### config.mk
export PLATFORM = sky130hd
export DESIGN_NAME = uart_tx_parity
export DESIGN_NICKNAME = d
export VERILOG_FILES = /design/src/rtl/uart_pkg.sv /design/src/rtl/parity_calc8.sv /design/src/rtl/uart_tx_parity.sv
export SDC_FILE = /design/constraint.sdc
export NUM_CORES = 1
export LEC_CHECK = 0
export ABC_AREA = 1
export ABC_CLOCK_PERIOD_IN_PS = 3500
export CAP_MARGIN = 0
export CORE_UTILIZATION = 59
export CTS_CLUSTER_SIZE = 16
export DETAILED_ROUTE_END_ITERATION = 10
export MAX_ROUTING_LAYER = met4
export PLACE_DENSITY = 0.83
export SLEW_MARGIN = 40
export SYNTH_ARGS = -nofsm -noshare
export SYNTH_HDL_FRONTEND = slang
export SYNTH_SLANG_ARGS = --single-unit
### constraint.sdc
create_clock -name clk -period 3.5 [get_ports clk]
set_clock_uncertainty 0.1 [all_clocks]
set_input_delay 0.7 -clock clk [delete_from_list [all_inputs] [get_ports clk]]
set_output_delay 0.7 -clock clk [all_outputs]
set_load 0.01 [all_outputs]
### src/rtl/uart_pkg.sv
// rtl/uart_pkg.sv - shared states and line levels for the UART transmitter
package uart_pkg;

    typedef enum logic [2:0] {
        IDLE,
        START,
        DATA,
        PARITY,
        STOP
    } uart_state_t;

    localparam int   DATA_BITS   = 8;
    localparam logic START_LEVEL = 1'b0;
    localparam logic STOP_LEVEL  = 1'b1;
    localparam logic IDLE_LEVEL  = 1'b1;

endpackage

### src/rtl/parity_calc8.sv
// rtl/parity_calc8.sv - combinational byte parity, even or odd
module parity_calc8
    import uart_pkg::*;
(
    input  logic [DATA_BITS-1:0] data_i,
    input  logic                 odd_i,
    output logic                 parity_o
);

    assign parity_o = (^data_i) ^ odd_i;

endmodule

### src/rtl/uart_tx_parity.sv
// rtl/uart_tx_parity.sv - byte-in UART transmitter with parity and 1/2 stop bits
module uart_tx_parity
    import uart_pkg::*;
#(
    parameter int CLKS_PER_BIT = 16,
    parameter bit PARITY_ODD   = 1'b0,
    parameter int STOP_BITS    = 1
) (
    input  logic       clk,
    input  logic       rst_n,
    input  logic [7:0] data_in,
    input  logic       data_valid,
    output logic       data_ready,
    output logic       tx_out,
    output logic       busy,
    output logic       parity_out
);

    localparam int             BW        = (CLKS_PER_BIT > 1) ? $clog2(CLKS_PER_BIT) : 1;
    localparam logic [BW-1:0]  BAUD_LAST = BW'(CLKS_PER_BIT - 1);
    localparam logic [2:0]     DATA_LAST = 3'(DATA_BITS - 1);
    localparam logic [2:0]     STOP_LAST = 3'(STOP_BITS - 1);

    uart_state_t          state_q;
    logic [BW-1:0]        baud_q;
    logic [2:0]           bit_idx_q;
    logic [DATA_BITS-1:0] shift_q;
    logic                 tx_q;
    logic                 busy_q;
    logic                 ready_q;
    logic                 parity_q;
    logic                 parity_d;
    logic                 baud_done;

    parity_calc8 u_parity (
        .data_i   (data_in),
        .odd_i    (PARITY_ODD),
        .parity_o (parity_d)
    );

    assign baud_done = (baud_q == BAUD_LAST);

    // Outputs are all registered; the async reset forces the line high at once.
    always_ff @(posedge clk or negedge rst_n) begin
        if (!rst_n) begin
            state_q   <= IDLE;
            baud_q    <= '0;
            bit_idx_q <= '0;
            shift_q   <= '0;
            tx_q      <= IDLE_LEVEL;
            busy_q    <= 1'b0;
            ready_q   <= 1'b1;
            parity_q  <= 1'b0;
        end else if (state_q == IDLE) begin
            if (data_valid && ready_q) begin
                state_q   <= START;
                shift_q   <= data_in;
                parity_q  <= parity_d;
                tx_q      <= START_LEVEL;
                busy_q    <= 1'b1;
                ready_q   <= 1'b0;
                baud_q    <= '0;
                bit_idx_q <= '0;
            end
        end else begin
            baud_q <= baud_done ? '0 : baud_q + 1'b1;
            if (baud_done) begin
                case (state_q)
                    START: begin
                        state_q <= DATA;
                        tx_q    <= shift_q[0];
                    end
                    DATA: begin
                        if (bit_idx_q == DATA_LAST) begin
                            state_q   <= PARITY;
                            tx_q      <= parity_q;
                            bit_idx_q <= '0;
                        end else begin
                            bit_idx_q <= bit_idx_q + 1'b1;
                            shift_q   <= shift_q >> 1;
                            tx_q      <= shift_q[1];
                        end
                    end
                    PARITY: begin
                        state_q <= STOP;
                        tx_q    <= STOP_LEVEL;
                    end
                    STOP: begin
                        if (bit_idx_q == STOP_LAST) begin
                            state_q   <= IDLE;
                            tx_q      <= IDLE_LEVEL;
                            busy_q    <= 1'b0;
                            ready_q   <= 1'b1;
                            bit_idx_q <= '0;
                        end else begin
                            bit_idx_q <= bit_idx_q + 1'b1;
                        end
                    end
                    default: begin
                        state_q <= IDLE;
                        tx_q    <= IDLE_LEVEL;
                        busy_q  <= 1'b0;
                        ready_q <= 1'b1;
                    end
                endcase
            end
        end
    end

    assign data_ready = ready_q;
    assign tx_out     = tx_q;
    assign busy       = busy_q;
    assign parity_out = parity_q;

endmodule
==> qor.yml, run 1 <==
synthesis:
  ys.flop_type: "dfrtp_1"
  post-synth-top-count-cell: "nand2_1"
  synth-async-reset-ratio_pct: 100
  synth_common_cells: "nand2_1, dfrtp_1, inv_1"
  synth_edf_count: 0
  avgSynthCellArea_um2: 6.97
  synth_area_leaders: "dfrtp_1, nand2_1, inv_1"
  synth_nets: 209
  synth-seq-cells: 22
  synthCells: 194
  yosysSeqAreaShare_pct: 40.9
  ys_warn_count: 0
  synth_top_area_share_pct: 37.0
  synthDistinctLibCells: 24
  syn_area_um2: 1350
  synth_area_leader_cell: "dfrtp_1"
floorplanning:
  die_area_um2: 2490
  die_x_um: 49.9
  pin_count: 15
  core_um2: 2060
  start_util_pct: 65.6
  rows: 16
  fp.dieH_um: 49.9
sta:
  slew_headroom_pct: 68.0
  rsz0062_at_grt: "no"
  timing.final.crit_share_pct: 62.7
  fmax_mhz: 456
  whs_ps: 225
  setup_violations: 0
  period_minus_slack_ps: 2190
  worstMarginPinSlew_ps: 479
  final.setup.worst_slack_ps: 1310
  hold_viol: 0
  maxSlewViolCount: 0
  setup_tns_ps: 0
finish:
  n_antenna_cell: 0
  fill_cells: 161
  synthToLayoutAreaGrowth_pct: 15.6
  finalNetCount: 226
  layout-drive-gt1-share_pct: 9.52
clock_network:
  cts_setup_buffers: 0
  cts_resized: 0
  holdBufCountCts: 0
  cts_max_level: 1
  cts_buffer_depth: 2
  insertion_delay_ps: 310
  cts_buffers: 3
  clkSinkCount: 22
  cts_tree: "built"
  clk_pin_slew_ps: 120
  cts-root-buf: "clkbuf_4"
worst_setup_path:
  cp-end-kind: "output port"
  critPathRequiredTime_ps: 2700
  arrival_ps: 1390
  crit_slowest_cell: "dfstp_2"
  worstPathCellList: "clkdlybuf4s50_1"
  cp_num_buf_inv: 1
  worst_setup_path_start_kind: "flip-flop"
  critPathKind: "flip-flop to output port"
  critical_path.top_delay_family: "flip-flops"
  critPathMaxFanout: 3
  cp_slowest_stage_delay_ps: 560
power:
  vdd_drop_max_v: 0.000635
  p_leak_uw: 0.000838
  total_power_uw: 1390
  power.density_nw_per_um2: 889
detailed_routing:
  detail-route-antenna-nets: 0
  drc: 0
  first_pass_iters: 4
  viasPerCell: 5.21
  drt_iter0_drc: 46
  routed_wirelength_um: 2750
  post_drt_wl_per_cell_um: 11.6
  vias: 1234
grt:
  grt_max_degree: 23
  antenna_found_initial: 0
  grt_pass1_wl_um: 4840
  grtUsageTotal_pct: 26.3
  grt_pass1_vias: 1174
  grt_overflow: 0
flow_run:
  cap_violations: 0
place:
  io_buffer_count: 14
  dp_hpwl_um: 2060
  gp_congestion: 0.807
  pre_cts_ws_ps: 1420
status:
  status: "finished, final reports clean"
worst_hold_path:
  min_path_type: "input port to asynchronous set/reset pin"
through the flow:
stage	area, um2	util, %	instances
floorplan	1350	-	194
global placement	1520	73.5	233
detailed placement	1510	73.3	233
CTS	1560	75.8	237
global route	1560	75.8	237
finish	1560	75.8	237
placed cells by master (no fill, tap or decap), drive strengths merged, types with 3 or more instances in the layout:
cell / count
ha: 4
clkdlybuf4s50: 13
nand2: 96
o21ai: 14
clkbuf: 3
nand3: 9
nor2: 14
inv: 22
dfrtp: 20
layout make-up:
type / count / area [um2] / area share (%)
inverter: 22 / 85.1 / 5.44
clock buffer: 3 / 22.5 / 1.44
clock inverter: 1 / 30.0 / 1.92
tap: 27 / 33.8 / 2.16
timing repair buffer: 14 / 135 / 8.64
multi-input combinational: 148 / 704 / 45.0
sequential: 22 / 553 / 35.4
registers in the layout, indices dropped and copies added, names as in the netlist:
| register | count |
|---|---|
| parity_out | 1 |
| busy | 1 |
| data_ready | 1 |
| baud_q | 4 |
| bit_idx_q | 3 |
| state_q | 3 |
| shift_q | 8 |
| tx_out | 1 |
kinds of logic (layout without fill, tap and decap cells):
family	Yosys count	count (layout)	share of synthesized area [%]
xor+xnor	4	4	2.59
simple gates	121	121	36.5
flops	22	22	40.9
compound gates	19	19	9.25
fa+ha+maj	4	4	3.70
buf+inv	24	40	7.03
worst paths after layout:
check | from | endpoint | slack, ps | depth (start not counted)
max | data_ready | data_ready | 1310 | 1
max reg2reg | state_q[0] | bit_idx_q[1] | 1840 | 9
max in group asynchronous | rst_n | data_ready | 2720 | 1
min | rst_n | state_q[2] | 230 | 1
min in group clk | data_ready | data_ready | 380 | 2
min reg2reg | data_ready | data_ready | 380 | 2
power by group:
group | total (uW) | leakage (uW) | switching [uW] | internal (uW)
Sequential | 464 | 0.000275 | 89.2 | 375
Clock | 196 | 0.0000279 | 80.7 | 116
Combinational | 729 | 0.000535 | 471 | 258
Total | 1390 | 0.000838 | 641 | 749
per-layer routing:
layer	global-route usage [%]	up-vias	share of wire, %
li1	-	638	-
met1	30.4	570	43
met2	46.4	24	53
met3	4.01	2	3.3
met4	8.10	0	0.69
met5	-	-	0
Note: power is estimated with default switching activity, not from simulation.
==> inputs of run 2 (changes only) <==
Settings changed: ABC_CLOCK_PERIOD_IN_PS 3500 to 2300, CORE_UTILIZATION 59 to 55, PLACE_DENSITY 0.83 to 0.78.
Clock period 3.5 ns to 2.3 ns, I/O delays scaled along.
==> run 2 against run 1 <==
  * Combinational power rose by 54%
  * Clock power fell by 9%
  * Largest power group unchanged
  * Sequential power up 52%
  * Utilization fell by 7.2 points
  * Cell count grew 0.42%
  * Critical path depth unchanged
  * Largest cell class unchanged
==> qor.yml, run 2 (synthesis gave the netlist of run 1 again) <==
finish:
  synthToLayoutAreaGrowth_pct: 14.4
  fill_cells: 197  # +22%
  largest_reg_flops: 8  # unchanged
  n_antenna_cell: 0  # unchanged
  regMostFlops: "shift_q"
  finalNetCount: 227  # +0.44%
  layout-drive-gt1-share_pct: 9.05  # -0.48 points
  final_cell_mix: "nand2_1, dfrtp_1, inv_1"
  final_common_cell: "nand2_1"
  top_regs: "shift_q: 8 flops, baud_q: 4 flops"
power:
  sw_frac_of_total_pct: 48.8  # +2.7 points
  clkPwrFrac_pct: 8.9  # -5.2 points
  p_switching_uw: 978  # +53%
  p_comb_share_pct: 55.9  # +3.4 points
  vdd_drop_max_v: 0.000949  # +49%
  power.density_nw_per_um2: 1300  # +46%
  p_leak_uw: 0.000828  # -1.1%
  p_int_uw: 1030  # +37%
  seqPwrFrac_pct: 35.2  # +1.8 points
worst_hold_path:
  min_path_type: "input port to asynchronous set/reset pin"
worst_setup_path:
  crit_start: "data_ready"
  critPathMaxFanout: 3  # unchanged
  cp-end-kind: "output port"
  critical_path.top_delay_family: "flip-flops"
  ff2ff_setup_slack_ps: 600  # -1240 ps
  regToRegStartpoint: "state_q[0]"
  critPathKind: "flip-flop to output port"
  cp_num_buf_inv: 1  # unchanged
  critPathRequiredTime_ps: 1740  # -960 ps
  path_depth: 1  # unchanged
  crit_slowest_cell: "dfstp_2"
  worst_setup_path_start_kind: "flip-flop"
  r2r_cells: 9  # unchanged
  crit_end: "data_ready"
  r2r-end: "bit_idx_q[0]"
  arrival_ps: 1390  # about the same
  worstPathCellList: "clkdlybuf4s50_1"
  cp_slowest_stage_delay_ps: 560  # about the same
sta:
  maxSlewViolCount: 0  # unchanged
  slew_headroom_pct: 81.1  # +13 points
  period_minus_slack_ps: 1950
  timing.final.crit_share_pct: 84.9
  hold_viol: 0  # unchanged
  setup_violations: 0  # unchanged
  rsz0062_at_grt: "no"
  final.setup.worst_slack_ps: 346  # -959 ps
  worstMarginPinSlew_ps: 284  # -195 ps
  fmax_mhz: 512
  setup_tns_ps: 0  # unchanged
  whs_ps: 388  # +163 ps
place:
  pre_cts_ws_ps: 471  # -945 ps
  io_buffer_count: 14  # unchanged
  gp_congestion: 0.840  # +4.0%
  dp_hpwl_um: 2200  # +6.6%
flow_run:
  cap_violations: 0  # unchanged
clock_network:
  cts_buffer_depth: 2  # unchanged
  cts_resized: 0  # unchanged
  cts_max_level: 1  # unchanged
  cts-root-buf: "clkbuf_4"
  cts_tree: "built"
  insertion_delay_ps: 310  # about the same
  clk_pin_slew_ps: 120  # about the same
  cts_setup_buffers: 0  # unchanged
  clkSinkCount: 22  # unchanged
  holdBufCountCts: 0  # unchanged
  cts_buffers: 3  # unchanged
floorplanning:
  pin_count: 15  # unchanged
  fp.dieH_um: 51.6  # +3.4%
  start_util_pct: 60.0  # -5.6 points
  rows: 17  # +1
  die_area_um2: 2660  # +7.0%
  core_um2: 2250  # +9.3%
  die_x_um: 51.6  # +3.4%
detailed_routing:
  first_pass_iters: 4  # unchanged
  vias: 1250  # +1.3%
  routed_wirelength_um: 2840  # +3.3%
  viasPerCell: 5.25  # +0.87%
  detail-route-antenna-nets: 0  # unchanged
  drc: 0  # unchanged
  post_drt_wl_per_cell_um: 11.9  # +2.8%
  drt_iter0_drc: 31  # -33%
grt:
  grt_pass1_vias: 1224  # +4.3%
  antenna_found_initial: 0  # unchanged
  grt_pass1_wl_um: 5030  # +3.9%
  grtUsageTotal_pct: 25.6  # -0.67 points
  grt_max_degree: 23  # unchanged
  grt_overflow: 0  # unchanged
status:
  status: "finished, final reports clean"
==> run 2: layout make-up <==
type	instances	area, um2	share of cell area (%)
well taps	28	35.0	2.26
multi-input cells	148	704	45.5
clock buffers	3	22.5	1.46
repair buffers	15	148	9.54
inverters	22	85.1	5.50
flip-flops and latches	22	553	35.7
==> run 2: per-stage QoR <==
stage	util (%)	instance area (um2)	std cells	power, uW
after floorplan	-	1350	194	1530
final	68.6	1550	238	2010
after CTS	68.6	1550	238	2010
after global routing	68.6	1550	238	2210
after detailed placement	67.6	1530	235	1840
after global placement	67.6	1530	235	1770
==> run 2: worst register-to-register path: stages (launching register included) <==
cell and delay, ps:
dfrtp_1 450, nor2_2 170, nand2_4 170, inv_4 200
nand2_2 90, nand2_2 100, inv_2 70, nand2_2 110
nand2_1 70, o21ai_1 90
==> run 2: power groups by stage <==
stage               Sequential (uW)  Clock, uW  Combinational [uW]
global placement                706          0                1070
finish                          707        178                1120
floorplan                       694          0                 838
global route                    731        193                1290
CTS                             706        179                1130
detailed placement              715          0                1120
==> run 2: metal layers <==
layer	GRT usage [%]	part of all wire, %	vias up
met5	-	0	-
li1	-	-	634
met4	5.41	1.1	0
met1	31.0	45	586
met2	45.9	51	24
met3	2.92	2.8	6
==> run 2: worst min-delay path by stage <==
stage               start          to
2_1_floorplan       rst_n   baud_q[0]
3_3_place_gp   shift_q[7]  shift_q[7]
3_5_place_dp   data_ready  data_ready
4_1_cts        data_ready  data_ready
5_1_grt        data_ready  data_ready
6_report            rst_n  state_q[2]
==> inputs of run 3 (changes only) <==
Settings changed: ABC_CLOCK_PERIOD_IN_PS 2300 to 1900.
Clock period 2.3 ns to 1.9 ns, I/O delays scaled along.
==> run 3 against run 2 <==
  * Sequential share of layout area is 0.12 points lower
  * Via count stayed put
  * Largest cell class unchanged
  * Largest power group unchanged
  * Critical path depth did not move
==> qor.yml, run 3 (synthesis gave the netlist of run 1 again) <==
grt:
  grt_pass1_wl_um: 5030  # unchanged
  grt_max_degree: 23  # unchanged
  grt_pass1_vias: 1224  # unchanged
  grt_overflow: 0  # unchanged
  antenna_found_initial: 0  # unchanged
  grtUsageTotal_pct: 25.6  # unchanged
worst_setup_path:
  r2r-end: "bit_idx_q[0]"
  cp-end-kind: "output port"
  cp_slowest_stage_delay_ps: 560  # about the same
  regToRegStartpoint: "state_q[0]"
  critPathKind: "flip-flop to output port"
  ff2ff_setup_slack_ps: 200  # -400 ps
  critical_path.top_delay_family: "buffers and inverters"
  cp_num_buf_inv: 1  # unchanged
  crit_slowest_cell: "clkdlybuf4s50_1"
  worst_setup_path_start_kind: "flip-flop"
  r2r_cells: 9  # unchanged
  critPathMaxFanout: 3  # unchanged
  arrival_ps: 1300  # -90 ps
  critPathRequiredTime_ps: 1420  # -320 ps
  worstPathCellList: "clkdlybuf4s50_1"
finish:
  final_cell_mix: "nand2_1, dfrtp_1, inv_1"
  finalNetCount: 227  # unchanged
  fill_cells: 195  # -1.0%
  layout-drive-gt1-share_pct: 9.05  # unchanged
  area.sequential_um2: 553  # unchanged
  multiInputGateArea_um2: 704  # unchanged
  top_regs: "shift_q: 8 flops, baud_q: 4 flops"
  synthToLayoutAreaGrowth_pct: 14.8
  fin_cells: 238  # unchanged
  n_antenna_cell: 0  # unchanged
  regMostFlops: "shift_q"
  final_common_cell: "nand2_1"
  largest_reg_flops: 8  # unchanged
place:
  dp_hpwl_um: 2200  # unchanged
  io_buffer_count: 14  # unchanged
  gp_congestion: 0.840  # unchanged
  dp.cells: 235  # unchanged
detailed_routing:
  viasPerCell: 5.25  # unchanged
  first_pass_iters: 4  # unchanged
  post_drt_wl_per_cell_um: 12.0  # +0.18%
  vias: 1250  # unchanged
  detail-route-antenna-nets: 0  # unchanged
  routed_wirelength_um: 2850  # +0.18%
  drt_iter0_drc: 31  # unchanged
  drc: 0  # unchanged
floorplanning:
  start_util_pct: 60.0  # unchanged
  die_area_um2: 2660  # unchanged
  rows: 17  # unchanged
  core_um2: 2250  # unchanged
  pin_count: 15  # unchanged
  die_x_um: 51.6  # unchanged
  fp.dieH_um: 51.6  # unchanged
clock_network:
  insertion_delay_ps: 310  # about the same
  cts_buffers: 3  # unchanged
  cts_max_level: 1  # unchanged
  holdBufCountCts: 0  # unchanged
  cts-root-buf: "clkbuf_4"
  clkSinkCount: 22  # unchanged
  cts_setup_buffers: 0  # unchanged
  cts_tree: "built"
  clk_pin_slew_ps: 120  # about the same
  cts_resized: 0  # unchanged
  cts_buffer_depth: 2  # unchanged
status:
  status: "finished, final reports clean"
sta:
  period_minus_slack_ps: 1780
  setup_violations: 0  # unchanged
  hold_viol: 0  # unchanged
  whs_ps: 310  # -77.7 ps
  fmax_mhz: 563
  worstMarginPinSlew_ps: 285  # +0.537 ps
  slew_headroom_pct: 81.0  # about the same
  setup_tns_ps: 0  # unchanged
  rsz0062_at_grt: "no"
  timing.final.crit_share_pct: 93.5
  maxSlewViolCount: 0  # unchanged
power:
  power.density_nw_per_um2: 1560  # +20%
  total_power_uw: 2420  # +21%
  vdd_drop_max_v: 0.00115  # +21%
  p_leak_uw: 0.000850  # +2.6%
worst_hold_path:
  min_path_type: "input port to asynchronous set/reset pin"
flow_run:
  cap_violations: 0  # unchanged
## run 3: worst max-delay path by stage
| stage | end | start | slack, ps | cells past startpoint |
|---|---|---|---|---|
| after CTS | data_ready | data_ready | 30 | 1 |
| final | parity_out | parity_out | 120 | 1 |
| after global routing | bit_idx_q[0] | state_q[0] | 60 | 9 |
| after detailed placement | bit_idx_q[0] | data_valid | 150 | 8 |
| after global placement | bit_idx_q[0] | data_valid | 210 | 8 |
| after floorplan | shift_q[0] | bit_idx_q[0] | 490 | 7 |
## run 3: metal layers
| layer | track usage (%) | part of all wire (%) | routed length [um] |
|---|---|---|---|
| met1 | 31.0 | 45 | 1270 |
| met5 | - | 0 | 0 |
| met4 | 5.41 | 1.1 | 32 |
| met2 | 45.9 | 51 | 1460 |
| met3 | 2.92 | 3.1 | 87 |
## run 3: layout make-up
type	count	area share [%]
flip-flops and latches	22	35.6
multi-input cells	148	45.4
well taps	28	2.26
clock buffers	3	1.45
inverters	22	5.48
repair buffers	15	9.83
## run 3: worst register-to-register path: cells and delay by family, from the launching register on
kind / cells / cell delay [ps]
and+or+nand+nor: 6 / 710
DFF: 1 / 450
buffers and inverters: 2 / 270
AOI/OAI and AO/OA: 1 / 90
## run 3: power by group
part / internal [uW] / switching [uW] / leakage (uW)
Clock: 74.1 / 141 / 0.0000138
Sequential: 691 / 164 / 0.000275
Combinational: 474 / 879 / 0.000561
Total: 1240 / 1180 / 0.000850
## run 3: per-stage QoR
step	worst slack (ps)	area [um2]	utilization (%)
detailed placement	151	1530	67.6
CTS	25.2	1550	68.6
finish	124	1550	68.9
global placement	210	1530	67.6
floorplan	492	1350	-
global route	61.1	1550	68.9
